===== src/rtl/neural_pkg.sv =====
// Constants and state type shared by the result sequencer and the downstream
// seven-segment decode path.
package neural_pkg;

    localparam int          NUM_CLASSES = 10;
    localparam logic [15:0] THRESH      = 16'h0400;
    localparam int          CNT_W       = 4;
    localparam logic [3:0]  DIGIT_NONE  = 4'd10;

    typedef enum logic [1:0] {
        COLLECT = 2'd0,
        SCAN    = 2'd1,
        DONE    = 2'd2
    } seq_state_e;

endpackage


===== src/rtl/neural_result_sequencer_if.sv =====
// Score stream in, digit result out. The network drives the master side and
// the sequencer sits on the slave side.
interface neural_result_sequencer_if #(
    parameter int DATA_W = 16
);
    logic              score_valid;
    logic [DATA_W-1:0] score_data;
    logic              score_ready;
    logic [3:0]        digit;
    logic              digit_valid;
    logic              busy;

    modport master (
        output score_valid, score_data,
        input  score_ready, digit, digit_valid, busy
    );

    modport slave (
        input  score_valid, score_data,
        output score_ready, digit, digit_valid, busy
    );
endinterface


===== src/rtl/neural_result_sequencer_argmax_scanner.sv =====
// Running argmax over one buffered frame. The threshold seeds best_val, so
// a class must strictly beat both THRESH and every earlier class to win.
module argmax_scanner #(
    parameter int              DATA_W = 16,
    parameter logic [DATA_W-1:0] THRESH = 16'h0400
) (
    input  logic              clk,
    input  logic              n_rst,
    input  logic              init,
    input  logic              step,
    input  logic [3:0]        idx,
    input  logic [DATA_W-1:0] val,
    output logic [3:0]        best_idx
);
    import neural_pkg::*;

    logic [DATA_W-1:0] best_val_q, best_val_d;
    logic [3:0]        best_idx_q, best_idx_d;
    logic              cand_wins;

    // Strict compare keeps the lower index on ties.
    assign cand_wins = $signed(val) > $signed(best_val_q);

    always_comb begin
        best_val_d = best_val_q;
        best_idx_d = best_idx_q;
        if (init) begin
            best_val_d = THRESH;
            best_idx_d = DIGIT_NONE;
        end else if (step && cand_wins) begin
            best_val_d = val;
            best_idx_d = idx;
        end
    end

    always_ff @(posedge clk or negedge n_rst) begin
        if (!n_rst) begin
            best_val_q <= THRESH;
            best_idx_q <= DIGIT_NONE;
        end else begin
            best_val_q <= best_val_d;
            best_idx_q <= best_idx_d;
        end
    end

    assign best_idx = best_idx_q;

endmodule


===== src/rtl/neural_result_sequencer.sv =====
// Buffers one frame of output-neuron scores, scans it for the thresholded
// argmax and publishes a held digit code with a one-cycle strobe.
module neural_result_sequencer #(
    parameter int                DATA_W      = 16,
    parameter int                NUM_CLASSES = neural_pkg::NUM_CLASSES,
    parameter logic [DATA_W-1:0] THRESH      = neural_pkg::THRESH
) (
    input  logic                       clk,
    input  logic                       n_rst,
    input  logic                       clear,
    neural_result_sequencer_if.slave   seq_if
);
    import neural_pkg::*;

    localparam logic [CNT_W-1:0] LAST = CNT_W'(NUM_CLASSES - 1);

    seq_state_e        state_q, state_d;
    logic [CNT_W-1:0]  beat_cnt_q, beat_cnt_d;
    logic [CNT_W-1:0]  scan_idx_q, scan_idx_d;
    logic [3:0]        digit_q, digit_d;
    logic [DATA_W-1:0] score_buf_q [NUM_CLASSES];
    logic [DATA_W-1:0] score_buf_d [NUM_CLASSES];

    logic       xfer;
    logic       buf_we;
    logic       scan_init;
    logic       scan_step;
    logic [3:0] best_idx;

    assign xfer = seq_if.score_valid && seq_if.score_ready;

    always_comb begin
        state_d    = state_q;
        beat_cnt_d = beat_cnt_q;
        scan_idx_d = scan_idx_q;
        digit_d    = digit_q;
        buf_we     = 1'b0;
        scan_init  = 1'b0;
        scan_step  = 1'b0;
        case (state_q)
            COLLECT: begin
                if (xfer) begin
                    buf_we = 1'b1;
                    if (beat_cnt_q == LAST) begin
                        beat_cnt_d = '0;
                        scan_idx_d = '0;
                        scan_init  = 1'b1;
                        state_d    = SCAN;
                    end else begin
                        beat_cnt_d = beat_cnt_q + 1'b1;
                    end
                end
            end
            SCAN: begin
                scan_step = 1'b1;
                if (scan_idx_q == LAST) begin
                    scan_idx_d = '0;
                    state_d    = DONE;
                end else begin
                    scan_idx_d = scan_idx_q + 1'b1;
                end
            end
            DONE: begin
                digit_d = best_idx;
                state_d = COLLECT;
            end
            default: state_d = COLLECT;
        endcase
        // Abort wins over everything, including a beat arriving this cycle.
        if (clear) begin
            state_d    = COLLECT;
            beat_cnt_d = '0;
            scan_idx_d = '0;
            digit_d    = digit_q;
            buf_we     = 1'b0;
            scan_init  = 1'b0;
            scan_step  = 1'b0;
        end
    end

    always_comb begin
        score_buf_d = score_buf_q;
        if (buf_we) score_buf_d[beat_cnt_q] = seq_if.score_data;
    end

    always_ff @(posedge clk or negedge n_rst) begin
        if (!n_rst) begin
            state_q    <= COLLECT;
            beat_cnt_q <= '0;
            scan_idx_q <= '0;
            digit_q    <= DIGIT_NONE;
        end else begin
            state_q    <= state_d;
            beat_cnt_q <= beat_cnt_d;
            scan_idx_q <= scan_idx_d;
            digit_q    <= digit_d;
        end
    end

    // Frame storage needs no reset; every entry is written before it is scanned.
    always_ff @(posedge clk) begin
        score_buf_q <= score_buf_d;
    end

    argmax_scanner #(
        .DATA_W (DATA_W),
        .THRESH (THRESH)
    ) u_scan (
        .clk      (clk),
        .n_rst    (n_rst),
        .init     (scan_init),
        .step     (scan_step),
        .idx      (scan_idx_q),
        .val      (score_buf_q[scan_idx_q]),
        .best_idx (best_idx)
    );

    assign seq_if.score_ready = (state_q == COLLECT);
    assign seq_if.busy        = (state_q != COLLECT);
    assign seq_if.digit_valid = (state_q == DONE) && !clear;
    assign seq_if.digit       = digit_q;

endmodule


===== src/flat_wrapper.sv =====
// flat-port wrapper written by rule: the top's interface ports become plain ports
module neural_result_sequencer_flat import neural_pkg::*;
#(
    parameter int                DATA_W      = 16,
    parameter int                NUM_CLASSES = neural_pkg::NUM_CLASSES,
    parameter logic [DATA_W-1:0] THRESH      = neural_pkg::THRESH
)
  (clk, n_rst, clear, seq_if_score_valid, seq_if_score_data, seq_if_score_ready, seq_if_digit, seq_if_digit_valid, seq_if_busy);
  neural_result_sequencer_if #(.DATA_W(DATA_W)) seq_if_i ();
  input  logic clk;
  input  logic n_rst;
  input  logic clear;
  input wire logic [$bits(seq_if_i.score_valid)-1:0] seq_if_score_valid;
  input wire logic [$bits(seq_if_i.score_data)-1:0] seq_if_score_data;
  output wire logic [$bits(seq_if_i.score_ready)-1:0] seq_if_score_ready;
  output wire logic [$bits(seq_if_i.digit)-1:0] seq_if_digit;
  output wire logic [$bits(seq_if_i.digit_valid)-1:0] seq_if_digit_valid;
  output wire logic [$bits(seq_if_i.busy)-1:0] seq_if_busy;
  assign seq_if_i.score_valid = seq_if_score_valid;
  assign seq_if_i.score_data = seq_if_score_data;
  assign seq_if_score_ready = seq_if_i.score_ready;
  assign seq_if_digit = seq_if_i.digit;
  assign seq_if_digit_valid = seq_if_i.digit_valid;
  assign seq_if_busy = seq_if_i.busy;
  neural_result_sequencer #(.DATA_W(DATA_W), .NUM_CLASSES(NUM_CLASSES), .THRESH(THRESH)) u_core (.clk(clk), .n_rst(n_rst), .clear(clear), .seq_if(seq_if_i));
endmodule

===== config.mk =====
export PLATFORM = sky130hd
export DESIGN_NAME = neural_result_sequencer_flat
export DESIGN_NICKNAME = d
export VERILOG_FILES = /design/src/rtl/neural_pkg.sv /design/src/rtl/neural_result_sequencer_if.sv /design/src/rtl/neural_result_sequencer_argmax_scanner.sv /design/src/rtl/neural_result_sequencer.sv /design/src/flat_wrapper.sv
export SDC_FILE = /design/constraint.sdc
export NUM_CORES = 1
export LEC_CHECK = 0
export CORE_MARGIN = 8
export CORE_UTILIZATION = 40
export DETAILED_ROUTE_END_ITERATION = 8
export GPL_ROUTABILITY_DRIVEN = 0
export GPL_TIMING_DRIVEN = 0
export SYNTH_ARGS = -nofsm -noshare
export SYNTH_HDL_FRONTEND = slang
export SYNTH_HIERARCHICAL = 1
export SYNTH_SLANG_ARGS = --single-unit
export TNS_END_PERCENT = 5

===== constraint.sdc =====
create_clock -name clk -period 6 [get_ports clk]
set_input_delay 0.6 -clock clk [delete_from_list [all_inputs] [get_ports clk]]
set_output_delay 0.6 -clock clk [all_outputs]
set_load 0.01 [all_outputs]

==> impl_metrics.env, run 1 <==
export IMPL_synth_ff_type="edfxtp_1"
export IMPL_end_kind="flop"
export IMPL_ctsResizeCount=0
export IMPL_cts_made_buffers=17
export IMPL_insertion_delay_ns=0.43
export IMPL_antenna_cells=0
export IMPL_wirelength_mm=17.54
export IMPL_ys_seq_area_frac=0.6975
export IMPL_setup_tns_ns=0
export IMPL_drt_antenna_violating_nets=0
export IMPL_wl_met2_mm=8.805
export IMPL_top_layer="met4"
export IMPL_cts_setup_buffers=0
export IMPL_drt_pass1_iterations=5
export IMPL_postCtsHoldBufs=0
export IMPL_crit_required_ns=6.32
export IMPL_synth_edf_count=160
export IMPL_cap_viol_max_count=0
export IMPL_post_route_min_period_ns=4.297
export IMPL_yosysTopAreaCellShare=0.5920
export IMPL_grt_pass1_wl_mm=27.00
export IMPL_cts_max_path_buffers=2
export IMPL_synth_avg_cell_area_um2=16.40
export IMPL_syn_to_final_growth_pct=16.25
export IMPL_clockRootBuffer="clkbuf_16"
export IMPL_die_w_um=158.4
export IMPL_dr_wl_met3_mm=1.093
export IMPL_synth_top_cell_by_area="edfxtp_1"
export IMPL_synthTopCellsByCount="edfxtp_1 (160), mux2i_1 (33), dfrtp_1 (29)"
export IMPL_async_flop_share=0.1753
export IMPL_setup_worst_path_start_class="flop"
export IMPL_rows=52
export IMPL_worst_path_most_repeated_cell="buf_2"
export IMPL_worst_pin_slew_ns=1.025
export IMPL_skew_ns=0.005632
export IMPL_arrival_ns=4.62
export IMPL_cts_tree="yes"
export IMPL_synthTopCellsByArea="edfxtp_1 (59%), dfrtp_1 (8.9%), mux4_2 (4.4%)"
export IMPL_start_util=0.4037
export IMPL_min_period_over_period=0.7162
export IMPL_clock_fmax_mhz=232.7
export IMPL_slew_headroom=0.3131
export IMPL_final_layout_size_suffix_gt1_frac=0.2039
export IMPL_reg2regPathDepth=13
export IMPL_met1Wirelength_mm=7.375
export IMPL_clk_pin_slew_ns=0.07
export IMPL_hpwl_mm=12.20
export IMPL_syn_num_nets=533
export IMPL_clock_sinks=194
export IMPL_drtIter0Drc=359
export IMPL_ys_warn_count=6
export IMPL_fp_dieH_um=158.4
export IMPL_drc=0
export IMPL_synth_cell_types=50
export IMPL_hold_viol_final=0
export IMPL_ir_worst_vdd_mv=0.1751
export IMPL_rsz0062_at_grt="false"
export IMPL_grt_pass1_vias=4620
export IMPL_syn_inst=495
export IMPL_core_area_um2=20100
export IMPL_slew_viol_final=0
export IMPL_min_delay_path_class="input port to asynchronous set/reset pin"
export IMPL_overflow=0
export IMPL_grt_start_max_net_pins=35
export IMPL_powerDensity_nw_per_um2=278.0
export IMPL_status="finished clean"
export IMPL_yosys_register_bits=194
export IMPL_setup_violations=0
export IMPL_final_nets=589
export IMPL_critPathMaxFanout=10
export IMPL_worstPathCellList="buf_2, clkbuf_1, mux4_2, o221ai_1, o21ai_0, ha_1, nand4_4, nor4_1, nor3b_1, nor2b_1, o2bb2ai_1, buf_2, a22o_1"
export IMPL_track_usage=0.1493
export IMPL_viasPerCell=5.420
export IMPL_path_class="flop to flop"
export IMPL_wl_per_cell_um=21.03
export IMPL_antenna_found_initial=0
export IMPL_finalPower_mw=2.623
export IMPL_cp_slowest_cell="clkbuf_1"
export IMPL_vias=4520
export IMPL_p_leak_nw=3.131
export IMPL_dieArea_um2=25100
export IMPL_io_buffers=25
export IMPL_syn_area_um2=8117
export IMPL_ios=27
export IMPL_cts_htree_levels=4
export IMPL_synth_most_common_cell="edfxtp_1"
export IMPL_critPathMaxStageDelay_ns=0.65
==> where the power goes <==
group	internal, mW	switching [mW]	total, mW
Sequential	1.47	0.00368	1.48
Clock	0.546	0.516	1.06
Combinational	0.0319	0.0535	0.0854
==> final cells by class <==
| class | count | area, um^2 |
|---|---|---|
| Clock inverter | 14 | 127.6 |
| Inverter | 26 | 97.59 |
| Multi-Input combinational cell | 246 | 2240 |
| Sequential cell | 194 | 5662 |
| Fill cell | 1723 | 10670 |
| Buffer | 29 | 153.9 |
| Tap cell | 270 | 337.8 |
| Timing Repair Buffer | 37 | 387.9 |
| Clock buffer | 18 | 429.2 |
==> metrics by stage <==
stage	setup WS (ns)	util	hold WS, ns	instances	area (um^2)
2_1_floorplan	2.658	-	0.3044	495	8117
3_3_place_gp	1.170	0.4330	0.4739	790	8705
3_5_place_dp	1.679	0.4416	0.4727	802	8879
4_1_cts	1.658	0.4693	0.2590	834	9435
5_1_grt	1.525	0.4693	0.2891	834	9435
6_report	1.703	0.4693	0.2523	834	9435
==> cells by family (layout without fill, tap and decap cells) <==
| family | after synthesis | in the layout | share of synthesized area |
|---|---|---|---|
| xor+xnor | 2 | 2 | 0.002159 |
| flops | 194 | 194 | 0.6976 |
| fa+ha+maj | 18 | 18 | 0.02775 |
| mux | 69 | 69 | 0.1128 |
| compound gates | 93 | 93 | 0.08170 |
| simple gates | 64 | 64 | 0.04702 |
| buf+inv | 55 | 124 | 0.03098 |
==> per-layer routing <==
layer  vias to the layer above  track usage
met1                      2289       0.1868
li1                       2065            -
met5                         -            0
met2                       145       0.2449
met3                        21      0.04017
met4                         0      0.05388
==> cell usage in the layout (no fill, tap or decap), types with 13 or more instances in the layout <==
master	n
a31oi_1	16
o21ai_0	22
mux4_2	16
clkbuf_16	17
mux2i_1	33
clkdlybuf4s50_1	24
clkbuf_1	13
o221ai_1	16
edfxtp_1	160
inv_1	26
mux2_2	20
dfrtp_1	29
ha_1	18
a22o_1	17
==> flip-flops by register name (all words and copies together) (netlist names) <==
name,flops
u_core/score_buf_q,160
u_core/u_scan/best_val_q,16
u_core/beat_cnt_q,4
u_core/scan_idx_q,4
u_core/seq_if.digit,4
u_core/u_scan/best_idx,4
u_core/state_q,2
==> final timing paths <==
check	end	slack, ns	startpoint
worst max-delay path	u_core/u_scan/best_val_q[3]	1.70	u_core/scan_idx_q[1]
worst min-delay path	u_core/seq_if.digit[0]	0.25	n_rst
worst max register to register	u_core/u_scan/best_val_q[3]	1.70	u_core/scan_idx_q[1]
worst min register to register	u_core/u_scan/best_idx[1]	0.48	u_core/u_scan/best_idx[1]
max in group asynchronous	u_core/beat_cnt_q[1]	5.25	n_rst
min in group clk	u_core/beat_cnt_q[0]	0.47	clear
==> worst max-delay path: cells and delay by family, from the launching register on <==
| kind | cells | cell delay [ns] |
|---|---|---|
| flops | 1 | 0.39 |
| simple gates | 4 | 0.92 |
| compound gates | 4 | 0.86 |
| mux | 1 | 0.42 |
| buf+inv | 3 | 1.12 |
| fa+ha+maj | 1 | 0.46 |
Note: power is estimated with default switching activity, not from simulation.
==> inputs of run 2 (changes only) <==
- clock period: 6 -> 4.25 ns (I/O delays scaled with it)
==> impl_metrics.env, run 2 (synthesis gave the netlist of run 1 again) <==
export IMPL_final_layout_size_suffix_gt1_frac=0.2096
export IMPL_drt_pass1_iterations=5
export IMPL_final_nets=588
export IMPL_post_route_min_period_ns=3.982
export IMPL_critPathMaxFanout=10
export IMPL_overflow=0
export IMPL_reg2regPathDepth=14
export IMPL_cts_tree="yes"
export IMPL_insertion_delay_ns=0.43
export IMPL_wl_per_cell_um=21.03
export IMPL_die_w_um=158.4
export IMPL_drt_antenna_violating_nets=0
export IMPL_cp_top_family="compound AO/OA/AOI/OAI gates"
export IMPL_cts_setup_buffers=0
export IMPL_slew_headroom=0.3202
export IMPL_largest_register_ffs=160
export IMPL_p_leak_nw=3.136
export IMPL_post_dp_cell_area_um2=8879
export IMPL_ios=27
export IMPL_worst_path_buf_inv=4
export IMPL_status="finished clean"
export IMPL_track_usage=0.1493
export IMPL_grt_pass1_vias=4620
export IMPL_final_cell_mix="edfxtp_1 (160), mux2i_1 (33), dfrtp_1 (29)"
export IMPL_setup_tns_ns=0
export IMPL_regToRegSetupSlack_ns=0.27
export IMPL_worst_pin_slew_ns=1.014
export IMPL_vias=4478
export IMPL_hold_viol_final=0
export IMPL_io_buffers=25
export IMPL_fin_cells=833
export IMPL_setup_violations=0
export IMPL_core_area_um2=20100
export IMPL_ir_worst_vdd_mv=0.2478
export IMPL_cts_max_path_buffers=2
export IMPL_end_kind="flop"
export IMPL_top_register="u_core/score_buf_q"
export IMPL_final_common_cell="edfxtp_1"
export IMPL_worst_path_most_repeated_cell="buf_2"
export IMPL_arrival_ns=4.36
export IMPL_min_delay_path_class="input port to asynchronous set/reset pin"
export IMPL_syn_to_final_growth_pct=16.34
export IMPL_dieArea_um2=25100
export IMPL_postCtsHoldBufs=0
export IMPL_antenna_found_initial=0
export IMPL_cp_slowest_cell="clkbuf_1"
export IMPL_fp_dieH_um=158.4
export IMPL_wirelength_mm=17.52
export IMPL_min_period_over_period=0.9371
export IMPL_cts_made_buffers=17
export IMPL_num_fill_cells=1724
export IMPL_grt_start_max_net_pins=35
export IMPL_hold_worst_slack_ns=0.07686
export IMPL_drtIter0Drc=338
export IMPL_powerDensity_nw_per_um2=392.4
export IMPL_clockRootBuffer="clkbuf_16"
export IMPL_clk_pin_slew_ns=0.07
export IMPL_finalPower_mw=3.705
export IMPL_start_util=0.4037
export IMPL_critPathMaxStageDelay_ns=0.55
export IMPL_clock_fmax_mhz=251.1
export IMPL_dp_cells=802
export IMPL_path_class="flop to flop"
export IMPL_crit_cells=14
export IMPL_setup_slack_ns=0.2675
export IMPL_hpwl_mm=12.20
export IMPL_rsz0062_at_grt="false"
export IMPL_antenna_cells=0
export IMPL_drc=0
export IMPL_clock_sinks=194
export IMPL_setup_worst_path_start_class="flop"
export IMPL_final_area_um2=9443
export IMPL_cts_htree_levels=4
export IMPL_grt_pass1_wl_mm=27.00
export IMPL_rows=52
export IMPL_dp_worst_setup_slack_ns=-0.07062
export IMPL_slew_viol_final=0
export IMPL_reg_top3="u_core/score_buf_q: 160 flops, u_core/u_scan/best_val_q: 16 flops"
export IMPL_final_core_util=0.4697
export IMPL_cap_viol_max_count=0
export IMPL_skew_ns=0.009224
export IMPL_viasPerCell=5.376
export IMPL_crit_required_ns=4.62
export IMPL_worstPathCellList="buf_2, inv_1, nand2_1, clkbuf_1, o221ai_1, o21ai_1, ha_1, nor2b_1, o211ai_1, a2111oi_4, nor4_1, o2bb2ai_1, buf_2, a22o_1"
run 2: cell count changes in the layout (fill, tap and decap cells not counted):
| cell | change |
|---|---|
| clkbuf_4 | +1 |
| o21ai_1 | +6 |
| o21ai_0 | -6 |
| clkbuf_2 | +2 |
| buf_2 | -1 |
| nor4_1 | -1 |
| nor4_2 | +1 |
| clkbuf_1 | -3 |
run 2: what timing repair did:
action                     CTS  global route
resized for setup            1            10
pin swaps                    0             0
setup endpoints to repair   19            20
run 2: where the power goes:
part	total, mW	switching [mW]	internal [mW]	leakage (nW)
clock	1.50	0.731	0.770	0.266
sequential	2.08	0.00520	2.08	1.90
combinational	0.121	0.0756	0.0452	0.970
run 2: final timing paths:
| check | startpoint | endpoint |
|---|---|---|
| hold / removal | n_rst | u_core/u_scan/best_val_q[3] |
| setup / recovery | u_core/scan_idx_q[1] | u_core/u_scan/best_val_q[3] |
| min in group clk | clear | u_core/beat_cnt_q[3] |
| max in group asynchronous | n_rst | u_core/scan_idx_q[0] |
| setup reg to reg | u_core/scan_idx_q[1] | u_core/u_scan/best_val_q[3] |
| hold reg to reg | u_core/u_scan/best_idx[1] | u_core/u_scan/best_idx[1] |
run 2: cell type report:
type,instances,area (um^2),area share
Clock buffer,18,429.2,0.04545
Buffer,28,155.1,0.01643
Multi-Input combinational cell,246,2246,0.2378
Timing Repair Buffer,37,387.9,0.04108
Sequential cell,194,5662,0.5996
Clock inverter,14,127.6,0.01352
Inverter,26,97.59,0.01034
Tap cell,270,337.8,0.03578
run 2: routing by layer:
metal	part of all wire	GRT usage	vias to the layer above	wire length, um
met5	0	0	-	0
met3	0.054	0.04017	12	945
met2	0.50	0.2449	128	8739
met1	0.43	0.1868	2275	7612
met4	0.012	0.05388	0	218
li1	-	-	2063	-
==> inputs of run 3 (changes only) <==
- MAX_ROUTING_LAYER: unset -> met4
==> impl_metrics.env, run 3 (synthesis gave the netlist of run 1 again) <==
export IMPL_slew_viol_final=0
export IMPL_clockRootBuffer="clkbuf_16"
export IMPL_arrival_ns=4.33
export IMPL_cts_setup_buffers=0
export IMPL_r2r_end="u_core/u_scan/best_val_q[3]"
export IMPL_ios=27
export IMPL_start_util=0.4037
export IMPL_cts_tree="yes"
export IMPL_regToRegSetupSlack_ns=0.29
export IMPL_hold_viol_final=0
export IMPL_largest_register_ffs=160
export IMPL_worst_path_buf_inv=4
export IMPL_cap_viol_max_count=0
export IMPL_worstPathCellList="buf_2, inv_1, nand2_1, clkbuf_1, o221ai_1, o21ai_1, ha_1, nor2b_1, o211ai_1, a2111oi_4, nor4_1, o2bb2ai_1, buf_2, a22o_1"
export IMPL_antenna_cells=0
export IMPL_final_nets=588
export IMPL_die_w_um=158.4
export IMPL_syn_to_final_growth_pct=16.34
export IMPL_reg2reg_from="u_core/scan_idx_q[1]"
export IMPL_path_class="flop to flop"
export IMPL_final_common_cell="edfxtp_1"
export IMPL_cp_top_family="compound AO/OA/AOI/OAI gates"
export IMPL_min_period_over_period=0.9328
export IMPL_skew_ns=0.008849
export IMPL_overflow=0
export IMPL_min_delay_path_class="input port to asynchronous set/reset pin"
export IMPL_worst_path_most_repeated_cell="buf_2"
export IMPL_vias=4493
export IMPL_critPathMaxFanout=10
export IMPL_rsz0062_at_grt="false"
export IMPL_postCtsHoldBufs=0
export IMPL_grt_start_max_net_pins=35
export IMPL_cts_htree_levels=4
export IMPL_p_leak_nw=3.136
export IMPL_hpwl_mm=12.20
export IMPL_reg2regPathDepth=14
export IMPL_cts_made_buffers=17
export IMPL_num_fill_cells=1724
export IMPL_finalPower_mw=3.707
export IMPL_cp_slowest_cell="clkbuf_1"
export IMPL_status="finished clean"
export IMPL_drc=0
export IMPL_hold_worst_slack_ns=0.07675
export IMPL_powerDensity_nw_per_um2=392.6
export IMPL_worst_pin_slew_ns=0.9907
export IMPL_reg_top3="u_core/score_buf_q: 160 flops, u_core/u_scan/best_val_q: 16 flops"
export IMPL_antenna_found_initial=0
export IMPL_setup_violations=0
export IMPL_final_layout_size_suffix_gt1_frac=0.2096
export IMPL_io_buffers=25
export IMPL_grt_pass1_wl_mm=27.01
export IMPL_clk_pin_slew_ns=0.07
export IMPL_wirelength_mm=17.56
export IMPL_viasPerCell=5.394
export IMPL_fp_dieH_um=158.4
export IMPL_grt_pass1_vias=4611
export IMPL_final_cell_mix="edfxtp_1 (160), mux2i_1 (33), dfrtp_1 (29)"
export IMPL_drt_antenna_violating_nets=0
export IMPL_setup_slack_ns=0.2857
export IMPL_slew_headroom=0.3359
export IMPL_critPathMaxStageDelay_ns=0.55
export IMPL_clock_fmax_mhz=252.3
export IMPL_rows=52
export IMPL_end_kind="flop"
export IMPL_dieArea_um2=25100
export IMPL_clock_sinks=194
export IMPL_track_usage=0.1534
export IMPL_setup_worst_path_start_class="flop"
export IMPL_dp_worst_setup_slack_ns=-0.07062
export IMPL_cts_max_path_buffers=2
export IMPL_core_area_um2=20100
export IMPL_post_route_min_period_ns=3.964
export IMPL_crit_required_ns=4.62
export IMPL_drt_pass1_iterations=5
export IMPL_insertion_delay_ns=0.43
export IMPL_top_register="u_core/score_buf_q"
export IMPL_ir_worst_vdd_mv=0.2489
export IMPL_drtIter0Drc=338
export IMPL_wl_per_cell_um=21.08
## run 3: timing repair
item / CTS / global route
hold endpoints to repair: 0 / 0
endpoints found under the setup margin: 19 / 20
resized for setup: 1 / 10
cloned: 0 / 0
## run 3: layout make-up
class,count,area [um^2],area share
Sequential cell,194,5662,0.5996
Buffer,28,155.1,0.01643
Tap cell,270,337.8,0.03578
Clock inverter,14,127.6,0.01352
Multi-Input combinational cell,246,2246,0.2378
Timing Repair Buffer,37,387.9,0.04108
Inverter,26,97.59,0.01034
Clock buffer,18,429.2,0.04545
## run 3: through the flow
| step | TNS (ns) | instance area, um^2 | utilization | instances |
|---|---|---|---|---|
| 2_1_floorplan | 0 | 8117 | - | 495 |
| 3_3_place_gp | -15.33 | 8705 | 0.4330 | 790 |
| 3_5_place_dp | -1.017 | 8879 | 0.4416 | 802 |
| 4_1_cts | 0 | 9437 | 0.4694 | 834 |
| 5_1_grt | 0 | 9443 | 0.4697 | 833 |
| 6_report | 0 | 9443 | 0.4697 | 833 |
## run 3: worst max path at each step
stage,startpoint,end,slack (ns),cells after the start
after floorplan,u_core/scan_idx_q[0],u_core/u_scan/best_val_q[12],0.91,13
after detailed placement,u_core/scan_idx_q[1],u_core/u_scan/best_val_q[3],-0.07,13
after global routing,u_core/scan_idx_q[1],u_core/u_scan/best_val_q[15],0.05,14
after CTS,u_core/scan_idx_q[3],u_core/u_scan/best_val_q[3],0.1,13
after global placement,seq_if_score_valid,u_core/score_buf_q[132],-0.41,6
final,u_core/scan_idx_q[1],u_core/u_scan/best_val_q[3],0.29,14
## run 3: metal layers
metal  share of wire  track usage  vias up
met3           0.060      0.03692       20
met2            0.49       0.2443      139
li1                -            -     2061
met5               0            -        -
met1            0.43       0.1873     2273
met4           0.018      0.05927        0
## run 3: report_power, final
| part | leakage, nW | switching, mW | internal, mW | total (mW) |
|---|---|---|---|---|
| clock | 0.266 | 0.734 | 0.770 | 1.50 |
| sequential | 1.90 | 0.00527 | 2.08 | 2.08 |
| combinational | 0.970 | 0.0755 | 0.0452 | 0.121 |
